**src/rtl/writeback_arbiter_pkg.sv**
```systemverilog
// Shared configuration and payload types for the writeback path.
package writeback_arbiter_pkg;

  localparam int unsigned NUM_WB_UNITS  = 4;
  localparam int unsigned WB_ID_WIDTH   = 3;
  localparam int unsigned WB_DATA_WIDTH = 32;

  // Width of a unit index; never narrower than one bit.
  function automatic int unsigned idx_width(input int unsigned n);
    return (n > 1) ? $clog2(n) : 1;
  endfunction

  localparam int unsigned WB_UNIT_WIDTH = idx_width(NUM_WB_UNITS);

  // One writeback result as seen by the register file and ID tracker.
  typedef struct packed {
    logic [WB_ID_WIDTH-1:0]   id;
    logic [WB_DATA_WIDTH-1:0] data;
    logic [WB_UNIT_WIDTH-1:0] unit;
  } wb_packet_t;

endpackage

```
**src/rtl/writeback_arbiter_rr_select.sv**
```systemverilog
// Round-robin priority select: first set request at or above ptr, with wrap.
// Purely combinational so the issue logic can reuse it.
module rr_priority_select #(
  parameter int unsigned N     = 4,
  parameter int unsigned IDX_W = 2
) (
  input  logic [N-1:0]     req,
  input  logic [IDX_W-1:0] ptr,
  output logic [N-1:0]     grant_c,
  output logic [IDX_W-1:0] grant_idx_c,
  output logic             any_c
);

  // Two passes: requests at/above the pointer win, then the wrapped lower ones.
  always_comb begin
    grant_c     = '0;
    grant_idx_c = '0;
    any_c       = 1'b0;
    for (int i = 0; i < int'(N); i++) begin
      if (!any_c && req[i] && (IDX_W'(i) >= ptr)) begin
        any_c       = 1'b1;
        grant_c[i]  = 1'b1;
        grant_idx_c = IDX_W'(i);
      end
    end
    for (int i = 0; i < int'(N); i++) begin
      if (!any_c && req[i]) begin
        any_c       = 1'b1;
        grant_c[i]  = 1'b1;
        grant_idx_c = IDX_W'(i);
      end
    end
  end

endmodule

```
**src/rtl/writeback_arbiter.sv**
```systemverilog
// Writeback arbiter: round-robin selection of completed execution-unit
// results into a single registered output stage with valid/ready stalls.
module writeback_arbiter
  import writeback_arbiter_pkg::*;
#(
  parameter int unsigned NUM_UNITS  = NUM_WB_UNITS,
  parameter int unsigned ID_WIDTH   = WB_ID_WIDTH,
  parameter int unsigned DATA_WIDTH = WB_DATA_WIDTH
) (
  input  logic                             clk,
  input  logic                             rst,
  input  logic [NUM_UNITS-1:0]             unit_done,
  input  logic [NUM_UNITS*ID_WIDTH-1:0]    unit_id,
  input  logic [NUM_UNITS*DATA_WIDTH-1:0]  unit_rd,
  output logic [NUM_UNITS-1:0]             unit_ack,
  output logic                             wb_valid,
  output logic [ID_WIDTH-1:0]              wb_id,
  output logic [DATA_WIDTH-1:0]            wb_data,
  output logic [idx_width(NUM_UNITS)-1:0]  wb_unit,
  input  logic                             wb_ready
);

  localparam int unsigned IDX_W = idx_width(NUM_UNITS);

  logic                   free_c;
  logic [NUM_UNITS-1:0]   req_c;
  logic [NUM_UNITS-1:0]   grant_c;
  logic [IDX_W-1:0]       grant_idx_c;
  logic                   any_c;

  logic [IDX_W-1:0]       rr_ptr;
  logic [IDX_W-1:0]       rr_ptr_d;
  logic                   wb_valid_d;
  logic [ID_WIDTH-1:0]    wb_id_d;
  logic [DATA_WIDTH-1:0]  wb_data_d;
  logic [IDX_W-1:0]       wb_unit_d;

  logic [ID_WIDTH-1:0]    id_arr   [NUM_UNITS];
  logic [DATA_WIDTH-1:0]  data_arr [NUM_UNITS];

  // Unpack the flat per-unit buses.
  for (genvar g = 0; g < int'(NUM_UNITS); g++) begin : g_unpack
    assign id_arr[g]   = unit_id[g*ID_WIDTH +: ID_WIDTH];
    assign data_arr[g] = unit_rd[g*DATA_WIDTH +: DATA_WIDTH];
  end

  // Stage can take a new result when empty or being drained this cycle;
  // no unit is acknowledged while reset is held.
  assign free_c = ~wb_valid | wb_ready;
  assign req_c  = unit_done & {NUM_UNITS{free_c & rst}};

  rr_priority_select #(
    .N     (NUM_UNITS),
    .IDX_W (IDX_W)
  ) u_select (
    .req         (req_c),
    .ptr         (rr_ptr),
    .grant_c     (grant_c),
    .grant_idx_c (grant_idx_c),
    .any_c       (any_c)
  );

  assign unit_ack = grant_c;

  // Next-state for the output stage and round-robin pointer.
  always_comb begin
    rr_ptr_d   = rr_ptr;
    wb_valid_d = wb_valid;
    wb_id_d    = wb_id;
    wb_data_d  = wb_data;
    wb_unit_d  = wb_unit;
    if (free_c) begin
      wb_valid_d = any_c;
      if (any_c) begin
        wb_id_d   = id_arr[grant_idx_c];
        wb_data_d = data_arr[grant_idx_c];
        wb_unit_d = grant_idx_c;
        rr_ptr_d  = (grant_idx_c == IDX_W'(NUM_UNITS - 1)) ? '0 : grant_idx_c + IDX_W'(1);
      end
    end
  end

  // Output stage and pointer registers; reset drops any in-flight result.
  always_ff @(posedge clk or negedge rst) begin
    if (!rst) begin
      rr_ptr   <= '0;
      wb_valid <= 1'b0;
      wb_id    <= '0;
      wb_data  <= '0;
      wb_unit  <= '0;
    end else begin
      rr_ptr   <= rr_ptr_d;
      wb_valid <= wb_valid_d;
      wb_id    <= wb_id_d;
      wb_data  <= wb_data_d;
      wb_unit  <= wb_unit_d;
    end
  end

`ifndef SYNTHESIS
  // At most one unit accepted per cycle.
  ack_onehot_a: assert property (@(posedge clk) disable iff (!rst)
    $onehot0(unit_ack));

  // A stalled result must not change under the consumer.
  hold_stable_a: assert property (@(posedge clk) disable iff (!rst)
    (wb_valid && !wb_ready) |=> ($stable(wb_id) && $stable(wb_data)));

  // Units keep done asserted until acknowledged.
  for (genvar g = 0; g < int'(NUM_UNITS); g++) begin : g_done_hold
    done_hold_a: assert property (@(posedge clk) disable iff (!rst)
      (unit_done[g] && !unit_ack[g]) |=> unit_done[g]);
  end
`endif

endmodule

```
**config.mk**
```make
export PLATFORM = sky130hd
export DESIGN_NAME = writeback_arbiter
export DESIGN_NICKNAME = d
export VERILOG_FILES = /design/src/rtl/writeback_arbiter_pkg.sv /design/src/rtl/writeback_arbiter_rr_select.sv /design/src/rtl/writeback_arbiter.sv
export SDC_FILE = /design/constraint.sdc
export NUM_CORES = 1
export LEC_CHECK = 0
export CAP_MARGIN = 20
export CORE_UTILIZATION = 35
export CTS_CLUSTER_DIAMETER = 120
export DETAILED_ROUTE_END_ITERATION = 8
export PLACE_DENSITY = 0.93
export SYNTH_ARGS = -nofsm -noshare
export SYNTH_HDL_FRONTEND = slang
export SYNTH_SLANG_ARGS = --single-unit
export TNS_END_PERCENT = 20
```
**constraint.sdc**
```tcl
create_clock -name clk -period 2.03 [get_ports clk]
set_clock_uncertainty 0.05 [all_clocks]
set_input_delay 0.406 -clock clk [delete_from_list [all_inputs] [get_ports clk]]
set_output_delay 0.406 -clock clk [all_outputs]
set_load 0.02 [all_outputs]
```
==> metrics <==
Crit-path slowest cell clkdlybuf4s50_1; vias in the first global route 2,814; R2R depth 6; initial DRC count 76; crit path DAT 2.10 ns; Pre-antenna DRT Iters 4; TritonCTS clock tree done; Worst path max stage delay 0.61 ns; Root Buffer clkbuf_8; Worst Setup End Kind flop; Avg Synthesized Cell Area 10.66 um2; critical path buffer and inverter count 2; register bit total from synthesis 40; IO Pins 189; outcome finished, final reports clean; worst skew pair latency 0.28 ns; layout cells sized above 1 0.1704; Required @ worst endpoint 2.15 ns; Synth Net Count 396; Worst-path clk slew 0.07 ns; Top delay family on crit path buffers and inverters; fmax 0.5062 GHz; number of max-cap violations 0; final setup fails 0; most frequent cells in the layout 180 x clkdlybuf4s50_1, 39 x nor2_1, 39 x dfrtp_1, 37 x o22ai_1, 35 x mux2i_1; initial antenna violation count 0; core area 0.007292 mm2; yosys warns 0; most common cell after layout, fill and taps aside clkdlybuf4s50_1; Finished Layout Cells 545; unrepaired setup endpoints after global routing yes; Fin. Hold Viols 0; CTS Hold Bufs 0; Final HPWL DP 7215 um; max_slew headroom 0.6527; period utilisation layout 0.9731; crit path time final 1.975 ns; Critical Setup Path Class input pin to flop; critical path depth 8; leakage dissipation 1.949 nW; placed instance count 537; Cells after Synth 248; input/output buffers 188; max-slew violations 0; clk buf depth 2; GR Overflow Total 0; multi-input combinational cell area 0.001430 mm2; global-route wire length before repair 13,560 um; Die W 88.91 um; CTS sink count 40; Via Count 2,813; htree depth 2; HP Class input pin to asynchronous set/reset pin; startpoint types input pin; GRT Util Overall 0.2292; Layout Area Growth over Synthesis 80.17%; Power Density 766.8 mW/mm2; antenna-violating nets left 0; GPL Wtd Cong 0.8033; Final Routed Wirelength 9265 um; CP cell instances clkdlybuf4s50_1 > buf_4 > a21oi_1 > a21oi_4 > nor2b_1 > ha_1 > nand2_1 > o21ai_0; Avg WL per Cell 17.00 um; # DRC 0; largest net degree at the start of global routing 41; # fillers 613; die height 88.91 um; Worst Tran Pin Value 0.5210 ns; VDD IR max 0.0004502 V; die area 0.007905 mm2; row count 31; total power 3.652 mW; Register Area 0.001002 mm2; Yosys cell types 36; Antenna Cells 0; Vias/cell 5.161; Reg2Reg Launch Point rr_ptr[0]$_DFFE_PN0P_; Crit. Startpoint unit_done[1]; worst-path fanout max 5; Mapped Area 0.002644 mm2; initial core utilization 0.3626; Inserted Clock Buffers 5; sequential fraction of the synthesis area 0.3786; final net count 593
==> sequential cells by signal, indices dropped and copies added, names as in the netlist <==
signal and count:
wb_data 32, wb_id 3, rr_ptr 2, wb_unit 2, wb_valid 1
==> what timing repair did <==
action,4_1_cts,5_1_grt
endpoints found under the setup margin,39,3
pin swaps,2,1
buffers inserted,0,0
resized for setup,24,3
==> per-layer routing <==
| metal | global-route usage | routed length, um | vias up |
|---|---|---|---|
| met1 | 0.2584 | 3594 | 1368 |
| met5 | 0 | 0 | - |
| met4 | 0.06598 | 90 | 0 |
| met2 | 0.4308 | 5080 | 106 |
| li1 | - | - | 1329 |
| met3 | 0.05171 | 499 | 10 |
==> logic make-up after synthesis <==
logic type	synth area share
flip-flops	0.3786
buffers and inverters	0.08566
AND/OR/NAND/NOR	0.09181
multiplexers	0.1325
adder cells (fa/ha/maj)	0.004732
AO/OA/AOI/OAI	0.3067
==> metrics by stage <==
stage / worst slack (ns) / utilization / setup TNS (ns) / cell area (um2) / hold WS [ns]
3_5_place_dp: -0.5437 / 0.6416 / -14.89 / 4678 / 0.4190
6_report: 0.05453 / 0.6532 / 0 / 4763 / 0.1447
3_3_place_gp: -0.5263 / 0.6416 / -12.88 / 4678 / 0.4117
2_1_floorplan: 0.08206 / - / 0 / 2644 / 0.06041
4_1_cts: 0.04049 / 0.6520 / 0 / 4755 / 0.1616
5_1_grt: -0.0008685 / 0.6532 / -0.0008685 / 4763 / 0.1842
==> worst paths after layout <==
check                                               end  slack (ns)
worst min register to register   wb_unit[1]$_DFFE_PN0P_        0.43
min in group clk                 wb_unit[1]$_DFFE_PN0P_        0.43
worst max-delay path              rr_ptr[1]$_DFFE_PN0P_        0.05
max in group asynchronous         rr_ptr[1]$_DFFE_PN0P_        1.41
worst max register to register  wb_data[26]$_DFFE_PN0P_        0.12
worst min-delay path               wb_valid$_DFFE_PN0N_        0.14
==> worst register-to-register path: stages, from the launching register on <==
cell and delay [ns]:
dfrtp_1 0.46, nor2b_4 0.17, buf_4 0.14, o2111ai_4 0.19
buf_4 0.40, o22ai_1 0.22, a211oi_2 0.22
==> report_power, final <==
| part | switching (mW) | total, mW | internal (mW) |
|---|---|---|---|
| Clock | 0.268 | 0.546 | 0.277 |
| Combinational | 0.917 | 1.94 | 1.02 |
| Sequential | 0.143 | 1.17 | 1.03 |
==> cell usage after synthesis (all sizes together) <==
master | instances | share of area
a21boi | 2 | 0.0099
and2 | 1 | 0.0024
o41ai | 1 | 0.0033
o21ai | 4 | 0.0090
mux2i | 35 | 0.13
inv | 6 | 0.0085
nor2b | 3 | 0.0099
a211oi | 36 | 0.16
nand2 | 5 | 0.0071
ha | 1 | 0.0047
a21oi | 5 | 0.011
nand4 | 1 | 0.0080
and3 | 1 | 0.0024
nand3 | 1 | 0.0019
nor2 | 39 | 0.055
o22ai | 38 | 0.092
o31ai | 1 | 0.0028
o2111ai | 1 | 0.0099
o211ai | 1 | 0.0028
nand2b | 2 | 0.0047
a21o | 2 | 0.0057
buf | 22 | 0.077
dfrtp | 40 | 0.38
==> layout make-up <==
| class | count | area share |
|---|---|---|
| Multi-Input combinational cell | 180 | 0.3002 |
| Tap cell | 99 | 0.02600 |
| Timing Repair Buffer | 212 | 0.4397 |
| Inverter | 6 | 0.004728 |
| Clock buffer | 8 | 0.01891 |
| Sequential cell | 40 | 0.2104 |
Note: power is estimated with default switching activity, not from simulation.
